$ cat config.mk
export PLATFORM = sky130hd
export DESIGN_NAME = load_store_unit
export DESIGN_NICKNAME = d
export VERILOG_FILES = /design/src/rtl/load_store_unit.sv
export SDC_FILE = /design/constraint.sdc
export NUM_CORES = 1
export LEC_CHECK = 0
export ABC_AREA = 1
export CORE_MARGIN = 5
export CORE_UTILIZATION = 35
export CTS_BUF_LIST = sky130_fd_sc_hd__clkbuf_4
export CTS_CLUSTER_SIZE = 24
export DETAILED_ROUTE_END_ITERATION = 10
export PLACE_DENSITY = 0.81
export SLEW_MARGIN = 10
export SYNTH_ARGS = -nofsm -noshare
export SYNTH_HDL_FRONTEND = slang
export SYNTH_SLANG_ARGS = --single-unit
$ cat constraint.sdc
create_clock -name CLK -period 1.3 [get_ports CLK]
set_input_delay 0.195 -clock CLK [delete_from_list [all_inputs] [get_ports CLK]]
set_output_delay 0.195 -clock CLK [all_outputs]
set_load 0.01 [all_outputs]
$ cat src/rtl/load_store_unit.sv
// Load/store unit: takes the ALU result as an effective address, steers byte lanes for stores,
// extracts and extends load data, and runs one REQ/ACK transaction at a time to data memory.
// Every output comes straight from a flop.
module load_store_unit #(
  parameter int unsigned XLEN = 32
) (
  input  logic            CLK,
  input  logic            RST,
  input  logic            START,
  input  logic [6:0]      OPCODE,
  input  logic [2:0]      FUNCT3,
  input  logic [XLEN-1:0] ALU_OUT,
  input  logic [XLEN-1:0] RS2_DATA,
  input  logic [4:0]      RD,
  output logic            BUSY,
  output logic            MEM_REQ,
  output logic            MEM_WE,
  output logic [XLEN-1:0] MEM_ADDR,
  output logic [3:0]      MEM_BE,
  output logic [XLEN-1:0] MEM_WDATA,
  input  logic [XLEN-1:0] MEM_RDATA,
  input  logic            MEM_ACK,
  output logic            WB_VALID,
  output logic [XLEN-1:0] WB_DATA,
  output logic [4:0]      WB_RD,
  output logic            MISALIGN
);

  localparam logic [6:0] OpLoad  = 7'b0000011;
  localparam logic [6:0] OpStore = 7'b0100011;

  typedef enum logic [0:0] {StIdle, StReq} state_e;
  typedef enum logic [1:0] {SzByte = 2'b00, SzHalf = 2'b01, SzWord = 2'b10} size_e;

  state_e          state_q, state_d;
  logic            mem_we_q, mem_we_d;
  logic [XLEN-1:0] mem_addr_q, mem_addr_d;
  logic [3:0]      mem_be_q, mem_be_d;
  logic [XLEN-1:0] mem_wdata_q, mem_wdata_d;
  logic            wb_valid_q, wb_valid_d;
  logic [XLEN-1:0] wb_data_q, wb_data_d;
  logic [4:0]      wb_rd_q, wb_rd_d;
  logic            misalign_q, misalign_d;
  size_e           size_q, size_d;
  logic            uns_q, uns_d;
  logic [1:0]      lane_q, lane_d;
  logic [4:0]      rd_q, rd_d;

  // Decoded view of the instruction currently presented by execute.
  logic            dec_load, dec_store, dec_legal, dec_misalign;
  size_e           dec_size;
  logic [3:0]      dec_be;
  logic [XLEN-1:0] dec_wdata;

  // Load data after lane extraction and sign/zero extension.
  logic [XLEN-1:0] rdata_shifted;
  logic [XLEN-1:0] load_ext;

  // Decode opcode/funct3 into legality, size, alignment, byte enables and store data.
  always_comb begin
    dec_load     = (OPCODE == OpLoad);
    dec_store    = (OPCODE == OpStore);
    dec_legal    = 1'b0;
    dec_size     = SzWord;
    dec_misalign = 1'b0;
    dec_be       = 4'b1111;
    dec_wdata    = RS2_DATA;

    if (dec_load) begin
      unique case (FUNCT3)
        3'b000, 3'b001, 3'b010, 3'b100, 3'b101: dec_legal = 1'b1;
        default:                                dec_legal = 1'b0;
      endcase
    end else if (dec_store) begin
      unique case (FUNCT3)
        3'b000, 3'b001, 3'b010: dec_legal = 1'b1;
        default:                dec_legal = 1'b0;
      endcase
    end

    unique case (FUNCT3[1:0])
      2'b00: begin
        dec_size  = SzByte;
        dec_be    = 4'b0001 << ALU_OUT[1:0];
        dec_wdata = {4{RS2_DATA[7:0]}};
      end
      2'b01: begin
        dec_size     = SzHalf;
        dec_misalign = ALU_OUT[0];
        dec_be       = ALU_OUT[1] ? 4'b1100 : 4'b0011;
        dec_wdata    = {2{RS2_DATA[15:0]}};
      end
      default: begin
        dec_size     = SzWord;
        dec_misalign = (ALU_OUT[1:0] != 2'b00);
        dec_be       = 4'b1111;
        dec_wdata    = RS2_DATA;
      end
    endcase
  end

  // Pick the addressed lane(s) out of the returned word and extend to XLEN.
  always_comb begin
    rdata_shifted = MEM_RDATA >> {lane_q, 3'b000};
    load_ext      = MEM_RDATA;
    unique case (size_q)
      SzByte: load_ext = uns_q ? {{(XLEN-8){1'b0}}, rdata_shifted[7:0]}
                               : {{(XLEN-8){rdata_shifted[7]}}, rdata_shifted[7:0]};
      SzHalf: load_ext = uns_q ? {{(XLEN-16){1'b0}}, rdata_shifted[15:0]}
                               : {{(XLEN-16){rdata_shifted[15]}}, rdata_shifted[15:0]};
      default: load_ext = MEM_RDATA;
    endcase
  end

  // Next-state logic: accept in idle, wait for ACK in request, pulse writeback/misalign.
  always_comb begin
    state_d     = state_q;
    mem_we_d    = mem_we_q;
    mem_addr_d  = mem_addr_q;
    mem_be_d    = mem_be_q;
    mem_wdata_d = mem_wdata_q;
    wb_valid_d  = 1'b0;
    wb_data_d   = wb_data_q;
    wb_rd_d     = wb_rd_q;
    misalign_d  = 1'b0;
    size_d      = size_q;
    uns_d       = uns_q;
    lane_d      = lane_q;
    rd_d        = rd_q;

    unique case (state_q)
      StIdle: begin
        if (START && dec_legal) begin
          if (dec_misalign) begin
            // Dropped: no request is issued and the pipeline is not stalled.
            misalign_d = 1'b1;
          end else begin
            state_d     = StReq;
            mem_we_d    = dec_store;
            mem_addr_d  = {ALU_OUT[XLEN-1:2], 2'b00};
            mem_be_d    = dec_be;
            mem_wdata_d = dec_wdata;
            size_d      = dec_size;
            uns_d       = FUNCT3[2];
            lane_d      = ALU_OUT[1:0];
            rd_d        = RD;
          end
        end
      end
      StReq: begin
        if (MEM_ACK) begin
          state_d = StIdle;
          if (!mem_we_q) begin
            wb_valid_d = 1'b1;
            wb_data_d  = load_ext;
            wb_rd_d    = rd_q;
          end
        end
      end
      default: state_d = StIdle;
    endcase
  end

  // State and output registers with synchronous reset.
  always_ff @(posedge CLK) begin
    if (RST) begin
      state_q     <= StIdle;
      mem_we_q    <= 1'b0;
      mem_addr_q  <= '0;
      mem_be_q    <= 4'b0000;
      mem_wdata_q <= '0;
      wb_valid_q  <= 1'b0;
      wb_data_q   <= '0;
      wb_rd_q     <= 5'd0;
      misalign_q  <= 1'b0;
      size_q      <= SzByte;
      uns_q       <= 1'b0;
      lane_q      <= 2'b00;
      rd_q        <= 5'd0;
    end else begin
      state_q     <= state_d;
      mem_we_q    <= mem_we_d;
      mem_addr_q  <= mem_addr_d;
      mem_be_q    <= mem_be_d;
      mem_wdata_q <= mem_wdata_d;
      wb_valid_q  <= wb_valid_d;
      wb_data_q   <= wb_data_d;
      wb_rd_q     <= wb_rd_d;
      misalign_q  <= misalign_d;
      size_q      <= size_d;
      uns_q       <= uns_d;
      lane_q      <= lane_d;
      rd_q        <= rd_d;
    end
  end

  assign BUSY      = (state_q == StReq);
  assign MEM_REQ   = (state_q == StReq);
  assign MEM_WE    = mem_we_q;
  assign MEM_ADDR  = mem_addr_q;
  assign MEM_BE    = mem_be_q;
  assign MEM_WDATA = mem_wdata_q;
  assign WB_VALID  = wb_valid_q;
  assign WB_DATA   = wb_data_q;
  assign WB_RD     = wb_rd_q;
  assign MISALIGN  = misalign_q;

endmodule

==> results of run 1 <==
==> synthesized netlist by cell type, types with 3 or more instances <==
| master | number | area share [%] |
|---|---|---|
| sky130_fd_sc_hd__buf_4 | 8 | 1.1 |
| sky130_fd_sc_hd__a21oi_1 | 122 | 11 |
| sky130_fd_sc_hd__inv_1 | 51 | 3.4 |
| sky130_fd_sc_hd__a21boi_0 | 8 | 1.1 |
| sky130_fd_sc_hd__dfxtp_1 | 117 | 42 |
| sky130_fd_sc_hd__buf_2 | 31 | 2.8 |
| sky130_fd_sc_hd__nor2_4 | 3 | 0.61 |
| sky130_fd_sc_hd__buf_6 | 6 | 1.2 |
| sky130_fd_sc_hd__nand2_1 | 223 | 15 |
| sky130_fd_sc_hd__clkbuf_1 | 16 | 1.1 |
| sky130_fd_sc_hd__nor2_1 | 58 | 3.9 |
| sky130_fd_sc_hd__nand3_1 | 124 | 11 |
| sky130_fd_sc_hd__o21ai_0 | 36 | 3.2 |
==> routing by layer <==
layer,share of wire [%],vias up
met5,0,-
met3,11,33
met1,37,3081
met4,2.1,0
met2,50,325
li1,-,3229
==> worst register-to-register path, stage by stage (launching register included) <==
cell,delay (ns)
sky130_fd_sc_hd__dfxtp_2,0.35
sky130_fd_sc_hd__buf_12,0.13
sky130_fd_sc_hd__buf_12,0.12
sky130_fd_sc_hd__nor2_8,0.18
sky130_fd_sc_hd__buf_6,0.16
sky130_fd_sc_hd__clkbuf_16,0.16
sky130_fd_sc_hd__nand3_1,0.10
sky130_fd_sc_hd__a21oi_1,0.14
==> area by class of cell <==
cell class / count / area share [%]
clock buffers: 20 / 1.67
well taps: 216 / 3.00
clock inverters: 12 / 2.04
repair buffers: 316 / 31.6
inverters: 55 / 2.35
multi-input cells: 588 / 32.1
flip-flops and latches: 117 / 27.2
==> flip-flops by register name, indices dropped and copies added, names as in the netlist <==
signal,cells
BUSY,1
MEM_WE,1
MEM_WDATA,32
MISALIGN,1
MEM_ADDR,30
uns_q,1
MEM_BE,4
WB_VALID,1
size_q,2
lane_q,2
WB_RD,5
rd_q,5
WB_DATA,32
==> report_power, final <==
part           switching, mW  total [mW]  internal, mW
sequential           0.00275        3.58          3.58
clock                   1.40        3.15          1.76
combinational          0.478        1.03         0.556
==> worst max path at each step <==
stage,cells past startpoint,startpoint,slack (ns),to
2_1_floorplan,9,lane_q[0],-0.01,WB_DATA[23]
3_3_place_gp,7,FUNCT3[2],-0.54,lane_q[1]
3_5_place_dp,7,FUNCT3[0],-0.59,MEM_BE[3]
4_1_cts,2,BUSY,-0.07,BUSY
5_1_grt,7,BUSY,-0.14,MEM_WDATA[30]
6_report,7,BUSY,-0.09,MEM_WDATA[30]
==> stage by stage <==
stage	hold slack [ns]	utilization (%)	instance area, µm²
after floorplan	0.351	-	5570
after global placement	0.446	53.7	8430
after detailed placement	0.451	53.7	8430
after CTS	0.120	53.8	8450
after global routing	0.108	57.3	9010
final	0.134	57.3	9010
==> cells by family after synthesis <==
group / count (synthesis) / share of synthesized area, %
other: 1 / 0.0674
AOI/OAI and AO/OA: 169 / 15.8
and+or+nand+nor: 417 / 32.1
DFF: 117 / 42.1
buffers and inverters: 117 / 9.94
==> timing repair <==
| action | in CTS | in global routing |
|---|---|---|
| cloned | 0 | 12 |
| endpoints found under the hold margin | 0 | 0 |
| buffers inserted | 9 | 5 |
| resized for setup | 527 | 83 |
| setup endpoints to repair | 142 | 119 |
| pin swaps | 5 | 36 |
==> results.txt, run 1 <==
----------------------------------------------------
[Cells and area]
  Most used cells in the layout excluding fill and tap cells ... sky130_fd_sc_hd__nand2_1 (217), sky130_fd_sc_hd__clkdlybuf4s50_1 (112), sky130_fd_sc_hd__nand3_1 (105)
  Register area ... 0.00245 mm²
  Growth of design area from synthesis to finish ... 61.9%
  # diodes ... 0
  Number of cells in the finished layout apart from fillers ... 1324
  Final Net Count ... between 1000 and 1500
  Ratio of cells with drive above 1 in the final layout ... 33.6%
  Filler cell count ... between 1000 and 1500
  Most frequent standard cell in the layout excluding fill and tap cells ... sky130_fd_sc_hd__nand2_1
  Combined area of the multi-input logic cells ... 0.00289 mm²

[Synthesis]
  Async S/R FF share, synth ... 0%
  Portion of the post-synthesis area used by sequential elements ... about 42%
  Number of register bits inferred by synthesis ... between 100 and 150
  Synth Cell Area ... ~0.0056 mm²
  Number of enable flip-flop cells after synthesis ... 0
  Average cell area after synthesis ... ~6.8 µm²
  Dominant register cell in the synthesized netlist ... sky130_fd_sc_hd__dfxtp_1
  Cell count after synthesis ... slightly above 800
  Count of cell types in the netlist ... 27
  Total of warnings raised by yosys ... 0

[Drt]
  Total Routed Length ... 21.6 mm
  DRC viols ... 0
  DRT antenna net count ... 0
  Via count ... approximately 6700
  DR pass1 iterations ... 5
  Initial DRC Count ... ~340
  Via density per instance ... about 5.0
  Wirelength per Cell ... ~16 µm

[Worst setup path]
  Number of buffer and inverter stages on the critical path ... 4
  Slack of the worst reg-to-reg path ... -0.09 ns
  Crit-path max FO ... 8
  Worst setup path class ... reg -> reg
  Ordered cell list for the critical path ... buf_12, buf_12, nor2_8, buf_6, clkbuf_16, nand3_1, a21oi_1
  RR Startpoint ... BUSY
  Delay of the slowest cell on the worst path ... roughly 0.35 ns
  Worst R2R End ... MEM_WDATA[30]
  Required time worst endpoint ... 1.77 ns
  Critical Path Sink Type ... register
  Most numerous cell on the critical path ... sky130_fd_sc_hd__buf_12
  Slowest stage cell on the critical path ... sky130_fd_sc_hd__dfxtp_2
  Worst path top cell family by delay ... buffers and inverters
  Sort of element at the start of the critical path ... register
  Length in cells of the worst reg-to-reg path ... 7
  Worst Path Arrival ... about 1.9 ns

[Global routing]
  GR Util met3 ... approximately 8.8%
  Met2 routing resource usage after global routing ... 36.1%
  Global-route wire length before repair ... approximately 31 mm
  Most used routing layer ... met2
  Met1 usage in global routing ... between 20% and 30%
  Antenna violations before repair ... 0
  Via count of the first global-routing pass ... about 6100
  Remaining global-route overflow ... 0
  Maximum number of pins on one net before global-route repair ... 57
  All-Layer GR Usage ... about a fifth

[Power and ir drop]
  Reported leakage power ... ~4.1 nW
  Design Power ... 7.77 mW
  Power per cell area ... between 800 and 900 mW/mm²
  VDD IR-drop max ... about 0.00068 V

[CTS]
  Clock-pin slew of the registers on the worst-case setup and hold paths ... between 0.1 and 0.15 ns
  CTS buffer count ... 17
  Maximum buffer depth of the clock tree ... 2
  CTS root buf ... sky130_fd_sc_hd__clkbuf_4
  Cts-stage hold buffer count ... 0
  Clock tree from TritonCTS ... done
  Clock sinks ... between 100 and 150
  Clock insertion delay at the later pin of the skew report ... roughly 0.54 ns
  H-tree level count ... 4

[Run status]
  Failing checks ... negative setup slack
  Outcome ... finished, violations left

[STA]
  Final Hold Violating Endpoints ... 0
  Final setup vio count ... 76
  Minimum period implied by the final worst setup slack ... 1.39 ns
  Total negative setup slack ... -2.37 ns
  Top achievable clock speed ... 722 MHz
  Setup ws final ... -0.0859 ns
  Max-slew violation count ... 0
  Worst Clk Skew ... ~0.021 ns
  Share of the cycle needed by the critical path after routing ... 107%
  Unrepaired setup endpoints after global routing ... yes

[Place]
  Buffers on Ports ... approximately 220
  Final RePlAce weighted congestion ... 0.915
  Placed Cells incl. Taps ... between 1000 and 1500
  Final HPWL from detailed placement ... 14.8 mm
  Pre-CTS setup slack ... -0.593 ns

[Floorplanning]
  # IOs ... around 230
  Width of the die ... ~140 µm
  Overall die area ... between 0.015 and 0.02 mm²
  Core Region ... around 0.016 mm²
  Height of the die ... 136 µm
  Standard-cell row count ... 46
  Initial Utilization ... 35.4%

[Worst hold path]
  Hold-critical path endpoint ... size_q[1]
  Critical hold path startpoint ... RST
  Min-Delay Path Depth ... 3
  Min-delay worst type ... in -> reg

[Job]
  Max-cap violation count ... 0

----------------------------------------------------
(Power assumes the default switching activity.)
==> inputs of run 2 (changes only) <==
- CORE_MARGIN: 5 -> not set
==> results.txt, run 2 (synthesis results as in run 1) <==
----------------------------------------------------
[CTS]
  H-tree level count ... 4 (unchanged)
  CTS root buf ... sky130_fd_sc_hd__clkbuf_4 (unchanged)
  Clock-pin slew of the registers on the worst-case setup and hold paths ... 0.12 ns (was 0.11 ns)
  Clock tree from TritonCTS ... done (unchanged)
  CTS buffer count ... 17 (unchanged)
  Clock sinks ... 117 (unchanged)
  Maximum buffer depth of the clock tree ... 2 (unchanged)
  Clock insertion delay at the later pin of the skew report ... 0.54 ns (about the same)

[Cells and area]
  Ratio of cells with drive above 1 in the final layout ... 43.1% (was 33.6%)
  Final Net Count ... 1224 (was 1210)
  # diodes ... 0 (unchanged)
  Filler cell count ... 1318 (was 1427)
  Finished Core Util ... 63.3% (was 57.3%)
  Most used cells in the layout excluding fill and tap cells ... sky130_fd_sc_hd__nand2_1 (180), sky130_fd_sc_hd__clkdlybuf4s50_1 (112), sky130_fd_sc_hd__nand3_1 (101) (was sky130_fd_sc_hd__nand2_1 (217), sky130_fd_sc_hd__clkdlybuf4s50_1 (112), sky130_fd_sc_hd__nand3_1 (105))
  Growth of design area from synthesis to finish ... 74.8% (was 61.9%)
  Final Instance Area ... 0.00973 mm² (was 0.00901 mm²)
  Most frequent standard cell in the layout excluding fill and tap cells ... sky130_fd_sc_hd__nand2_1 (unchanged)

[Floorplanning]
  Height of the die ... 128 µm (was 136 µm)
  Core Region ... 0.0154 mm² (was 0.0157 mm²)
  Initial Utilization ... 36.2% (was 35.4%)
  Overall die area ... 0.0164 mm² (was 0.0185 mm²)
  Standard-cell row count ... 45 (was 46)
  # IOs ... 225 (unchanged)
  Width of the die ... 128 µm (was 136 µm)

[Place]
  Final RePlAce weighted congestion ... 0.921 (was 0.915)
  Buffers on Ports ... 222 (unchanged)
  Area of placed instances ... 0.00831 mm² (was 0.00843 mm²)
  Final HPWL from detailed placement ... 13.5 mm (was 14.8 mm)

[Worst setup path]
  Worst setup path class ... reg -> reg (unchanged)
  Crit-path max FO ... 14 (was 8)
  Sort of element at the start of the critical path ... register (unchanged)
  Delay of the slowest cell on the worst path ... 0.36 ns (was 0.35 ns)
  Required time worst endpoint ... 1.75 ns (was 1.77 ns)
  Critical Path Sink Type ... register (unchanged)
  Ordered cell list for the critical path ... buf_6, buf_12, nor2_8, buf_6, buf_12, buf_16, a21oi_1, nor2_1 (was buf_12, buf_12, nor2_8, buf_6, clkbuf_16, nand3_1, a21oi_1)
  Slowest stage cell on the critical path ... sky130_fd_sc_hd__dfxtp_4 (was sky130_fd_sc_hd__dfxtp_2)
  Worst Path Arrival ... 1.90 ns (was 1.85 ns)

[Drt]
  DRC viols ... 0 (unchanged)
  Via count ... 6887 (was 6668)
  Total Routed Length ... 22.9 mm (was 21.6 mm)
  DRT antenna net count ... 0 (unchanged)
  Via density per instance ... 5.17 (was 5.04)
  DR pass1 iterations ... 6 (was 5)
  Initial DRC Count ... 522 (was 337)
  Wirelength per Cell ... 17.2 µm (was 16.3 µm)

[Power and ir drop]
  VDD IR-drop max ... 0.000617 V (was 0.000678 V)
  Reported leakage power ... 4.27 nW (was 4.08 nW)
  Design Power ... 7.39 mW (was 7.77 mW)
  Power per cell area ... 760 mW/mm² (was 862 mW/mm²)

[Global routing]
  All-Layer GR Usage ... 25.6% (was 21.0%)
  Most used routing layer ... met2 (unchanged)
  Via count of the first global-routing pass ... 6238 (was 6091)
  Maximum number of pins on one net before global-route repair ... 65 (was 57)
  Remaining global-route overflow ... 0 (unchanged)
  Met2 routing resource usage after global routing ... 44.0% (was 36.1%)
  Global-route wire length before repair ... 32.6 mm (was 30.6 mm)
  Met1 usage in global routing ... 30.1% (was 23.3%)
  Antenna violations before repair ... 0 (unchanged)
  GR Util met3 ... 8.89% (was 8.85%)

[STA]
  Minimum period implied by the final worst setup slack ... 1.45 ns (was 1.39 ns)
  Worst Clk Skew ... 0.0161 ns (was 0.0210 ns)
  Top achievable clock speed ... 690 MHz (was 722 MHz)
  Final Hold Violating Endpoints ... 0 (unchanged)
  Unrepaired setup endpoints after global routing ... yes (unchanged)
  Share of the cycle needed by the critical path after routing ... 112% (was 107%)
  Setup ws final ... -0.150 ns (was -0.0859 ns)
  Hold Slack ... 0.211 ns (was 0.134 ns)
  Max-slew violation count ... 0 (unchanged)
  Final setup vio count ... 101 (was 76)

[Worst hold path]
  Min-delay worst type ... in -> reg (unchanged)

[Job]
  Max-cap violation count ... 0 (unchanged)

[Run status]
  Failing checks ... negative setup slack (unchanged)
  Outcome ... finished, violations left (unchanged)

----------------------------------------------------
-- run 2: changes by cell type in the layout (fill, tap and decap cells not counted), sizes merged --
cell         previous run  this run
clkinvlp                1         5
bufinv                  5         2
bufbuf                  0         1
clkbuf                 28        26
inv                    53        55
dlygate4sd3             0         1
buf                   195       206
-- run 2: final cells by class --
type                       instances  area [µm²]  share of cell area [%]
sequential                       117        2480                    25.5
multi-input combinational        588        3250                    33.4
timing repair inverter             1        6.26                  0.0643
inverter                          55         211                    2.17
timing repair buffer             329        3240                    33.3
clock inverter                    14         136                    1.40
clock buffer                      18         135                    1.39
tap                              211         264                    2.71
-- run 2: through the flow --
stage               setup TNS [ns]  setup WS, ns  std cells
global placement            -45.99        -0.492       1255
CTS                          -6.74        -0.103       1318
detailed placement          -49.50        -0.543       1255
floorplan                   -0.147       -0.0144        822
global route                -13.35        -0.190       1333
finish                       -8.47        -0.150       1333
-- run 2: metal layers --
metal  up-vias  part of all wire (%)
met5         -                     0
met3        56                    10
met1      3186                    37
met4         0                   2.5
li1       3259                     -
met2       386                    50
-- run 2: power breakdown --
part	leakage, nW	internal (mW)	switching [mW]
Combinational	3.13	0.634	0.533
Clock	0.140	1.14	1.50
Sequential	0.995	3.58	0.00364
-- run 2: worst paths after layout --
path / end / slack [ns] / from / cells past startpoint
setup reg to reg: MEM_WDATA[8] / -0.15 / BUSY / 8
hold reg to reg: MEM_ADDR[18] / 0.46 / MEM_ADDR[18] / 2
setup / recovery: MEM_WDATA[8] / -0.15 / BUSY / 8
hold / removal: MEM_ADDR[31] / 0.21 / ALU_OUT[31] / 3
-- run 2: worst max-delay path, delay by kind of cell (launching register included) --
family	cells	cell delay, ns
buf+inv	5	0.65
compound gates	1	0.08
simple gates	2	0.27
flops	1	0.36
-- run 2: what timing repair did --
| item | in CTS | in global routing |
|---|---|---|
| pin swaps | 21 | 36 |
| hold endpoints to repair | 1 | 0 |
| setup endpoints to repair | 138 | 123 |
| setup buffers | 20 | 8 |
| hold buffers | 1 | 0 |
| cloned | 11 | 9 |
| gates resized for setup | 606 | 179 |
==> inputs of run 3 (changes only) <==
- CORE_MARGIN: not set -> 2
- REMOVE_ABC_BUFFERS: not set -> 1
==> results.txt, run 3 (synthesis results as in run 1) <==
----------------------------------------------------
[Run status]
  Outcome ... finished clean (was finished, violations left)

[Global routing]
  Antenna violations before repair ... 1 (was 0)
  Global-route wire length before repair ... 29.9 mm (was 32.6 mm)
  All-Layer GR Usage ... 22.5% (was 25.6%)
  Maximum number of pins on one net before global-route repair ... 69 (was 65)
  Remaining global-route overflow ... 0 (unchanged)
  Via count of the first global-routing pass ... 5960 (was 6238)

[Worst setup path]
  Crit-path max FO ... 4 (was 14)
  Sort of element at the start of the critical path ... register (unchanged)
  Required time worst endpoint ... 1.11 ns (was 1.75 ns)
  Worst setup path class ... reg -> out (was reg -> reg)
  Critical Path Sink Type ... output pin (was register)
  Worst Path Arrival ... 1.09 ns (was 1.90 ns)

[Drt]
  Total Routed Length ... 19.8 mm (was 22.9 mm)
  Via count ... 6565 (was 6887)
  DRC viols ... 0 (unchanged)
  DRT antenna net count ... 0 (unchanged)
  Via density per instance ... 5.01 (was 5.17)
  Wirelength per Cell ... 15.1 µm (was 17.2 µm)
  DR pass1 iterations ... 5 (was 6)
  Initial DRC Count ... 394 (was 522)

[CTS]
  Clock tree from TritonCTS ... done (unchanged)
  CTS buffer count ... 17 (unchanged)
  Clock insertion delay at the later pin of the skew report ... 0.53 ns (was 0.54 ns)
  Maximum buffer depth of the clock tree ... 2 (unchanged)
  Clock-pin slew of the registers on the worst-case setup and hold paths ... 0.11 ns (was 0.12 ns)
  CTS root buf ... sky130_fd_sc_hd__clkbuf_4 (unchanged)
  Clock sinks ... 117 (unchanged)
  H-tree level count ... 4 (unchanged)

[STA]
  Final setup vio count ... 0 (was 101)
  Max-slew violation count ... 0 (unchanged)
  Minimum period implied by the final worst setup slack ... 1.29 ns (was 1.45 ns)
  Share of the cycle needed by the critical path after routing ... 99.1% (was 112%)
  Final Hold Violating Endpoints ... 0 (unchanged)
  Top achievable clock speed ... 776 MHz (was 690 MHz)
  Worst Clk Skew ... 0.0210 ns (was 0.0161 ns)
  Unrepaired setup endpoints after global routing ... yes (unchanged)

[Cells and area]
  Most frequent standard cell in the layout excluding fill and tap cells ... sky130_fd_sc_hd__nand2_1 (unchanged)
  Final Net Count ... 1196 (was 1224)
  Ratio of cells with drive above 1 in the final layout ... 32.0% (was 43.1%)
  # diodes ... 0 (unchanged)
  Most used cells in the layout excluding fill and tap cells ... sky130_fd_sc_hd__nand2_1 (221), sky130_fd_sc_hd__nand3_1 (122), sky130_fd_sc_hd__a21oi_1 (116) (was sky130_fd_sc_hd__nand2_1 (180), sky130_fd_sc_hd__clkdlybuf4s50_1 (112), sky130_fd_sc_hd__nand3_1 (101))
  Growth of design area from synthesis to finish ... 55.8% (was 74.8%)
  Final Instance Area ... 0.00867 mm² (was 0.00973 mm²)

[Floorplanning]
  # IOs ... 225 (unchanged)
  Initial Utilization ... 35.4% (was 36.2%)
  Height of the die ... 130 µm (was 128 µm)
  Width of the die ... 130 µm (was 128 µm)
  Core Region ... 0.0157 mm² (was 0.0154 mm²)
  Standard-cell row count ... 46 (was 45)
  Overall die area ... 0.0169 mm² (was 0.0164 mm²)

[Place]
  Area of placed instances ... 0.00833 mm² (was 0.00831 mm²)
  Buffers on Ports ... 222 (unchanged)
  Final RePlAce weighted congestion ... 0.850 (was 0.921)
  Final HPWL from detailed placement ... 13.5 mm (about the same)

[Power and ir drop]
  Reported leakage power ... 3.99 nW (was 4.27 nW)
  Design Power ... 7.86 mW (was 7.39 mW)
  VDD IR-drop max ... 0.000574 V (was 0.000617 V)
  Power per cell area ... 907 mW/mm² (was 760 mW/mm²)

[Worst hold path]
  Min-delay worst type ... in -> reg (unchanged)

[Job]
  Max-cap violation count ... 0 (unchanged)

----------------------------------------------------
-- run 3: cell types whose count changed in the layout (fill, tap and decap cells not counted), sizes merged, moves of 3 or more --
| cell | previous run | this run |
|---|---|---|
| bufinv | 2 | 5 |
| clkbuf | 26 | 20 |
| buf | 206 | 186 |
| clkinvlp | 5 | 1 |
-- run 3: final cells by class --
cell class,instances,area [µm²]
Clock buffer,17,128
Inverter,55,209
Clock inverter,15,229
Sequential cell,117,2480
Tap cell,216,270
Timing Repair Buffer,302,2630
Fill cell,1493,7040
Multi-Input combinational cell,588,2730
-- run 3: power breakdown --
group | total [mW] | internal, mW | switching (mW)
clock network | 3.28 | 1.74 | 1.55
registers | 3.58 | 3.58 | 0.00251
logic | 0.993 | 0.548 | 0.445
-- run 3: worst max-delay path: stages (launching register included) --
cell	delay (ns)
sky130_fd_sc_hd__dfxtp_2	0.34
sky130_fd_sc_hd__buf_6	0.13
sky130_fd_sc_hd__buf_6	0.11
-- run 3: final timing paths --
| check | start | endpoint | slack, ns | depth (start not counted) |
|---|---|---|---|---|
| hold reg to reg | MEM_ADDR[2] | MEM_ADDR[2] | 0.46 | 2 |
| setup reg to reg | BUSY | MEM_ADDR[16] | 0.04 | 6 |
| hold / removal | RST | MEM_WDATA[25] | 0.14 | 3 |
| setup / recovery | BUSY | BUSY | 0.01 | 2 |
-- run 3: metal layers --
layer  up-vias  part of all wire, %  track usage, %
met1      3022                   40            27.4
met4         2                  2.5            8.10
li1       3196                    -               -
met5         -                0.066               0
met3        41                   11            7.50
met2       304                   47            37.3
-- run 3: stage by stage --
step | cells | util [%] | TNS, ns | hold slack (ns) | setup WS (ns)
global placement | 1257 | 53.0 | -45.59 | 0.446 | -0.536
floorplan | 760 | - | -98.95 | 0.264 | -1.07
finish | 1310 | 55.2 | 0 | 0.140 | 0.0111
global route | 1310 | 55.2 | -0.600 | 0.0933 | -0.0777
CTS | 1303 | 53.6 | -0.114 | 0.0919 | -0.0536
detailed placement | 1257 | 53.0 | -46.73 | 0.449 | -0.572
-- run 3: repair_timing --
item                                    in CTS  in global routing
cloned                                       1                  3
hold endpoints to repair                     0                  0
hold buffers                                 0                  0
resized for setup                          540                 41
pin swaps                                    0                  5
setup buffers                               13                  4
endpoints found under the setup margin     144                118
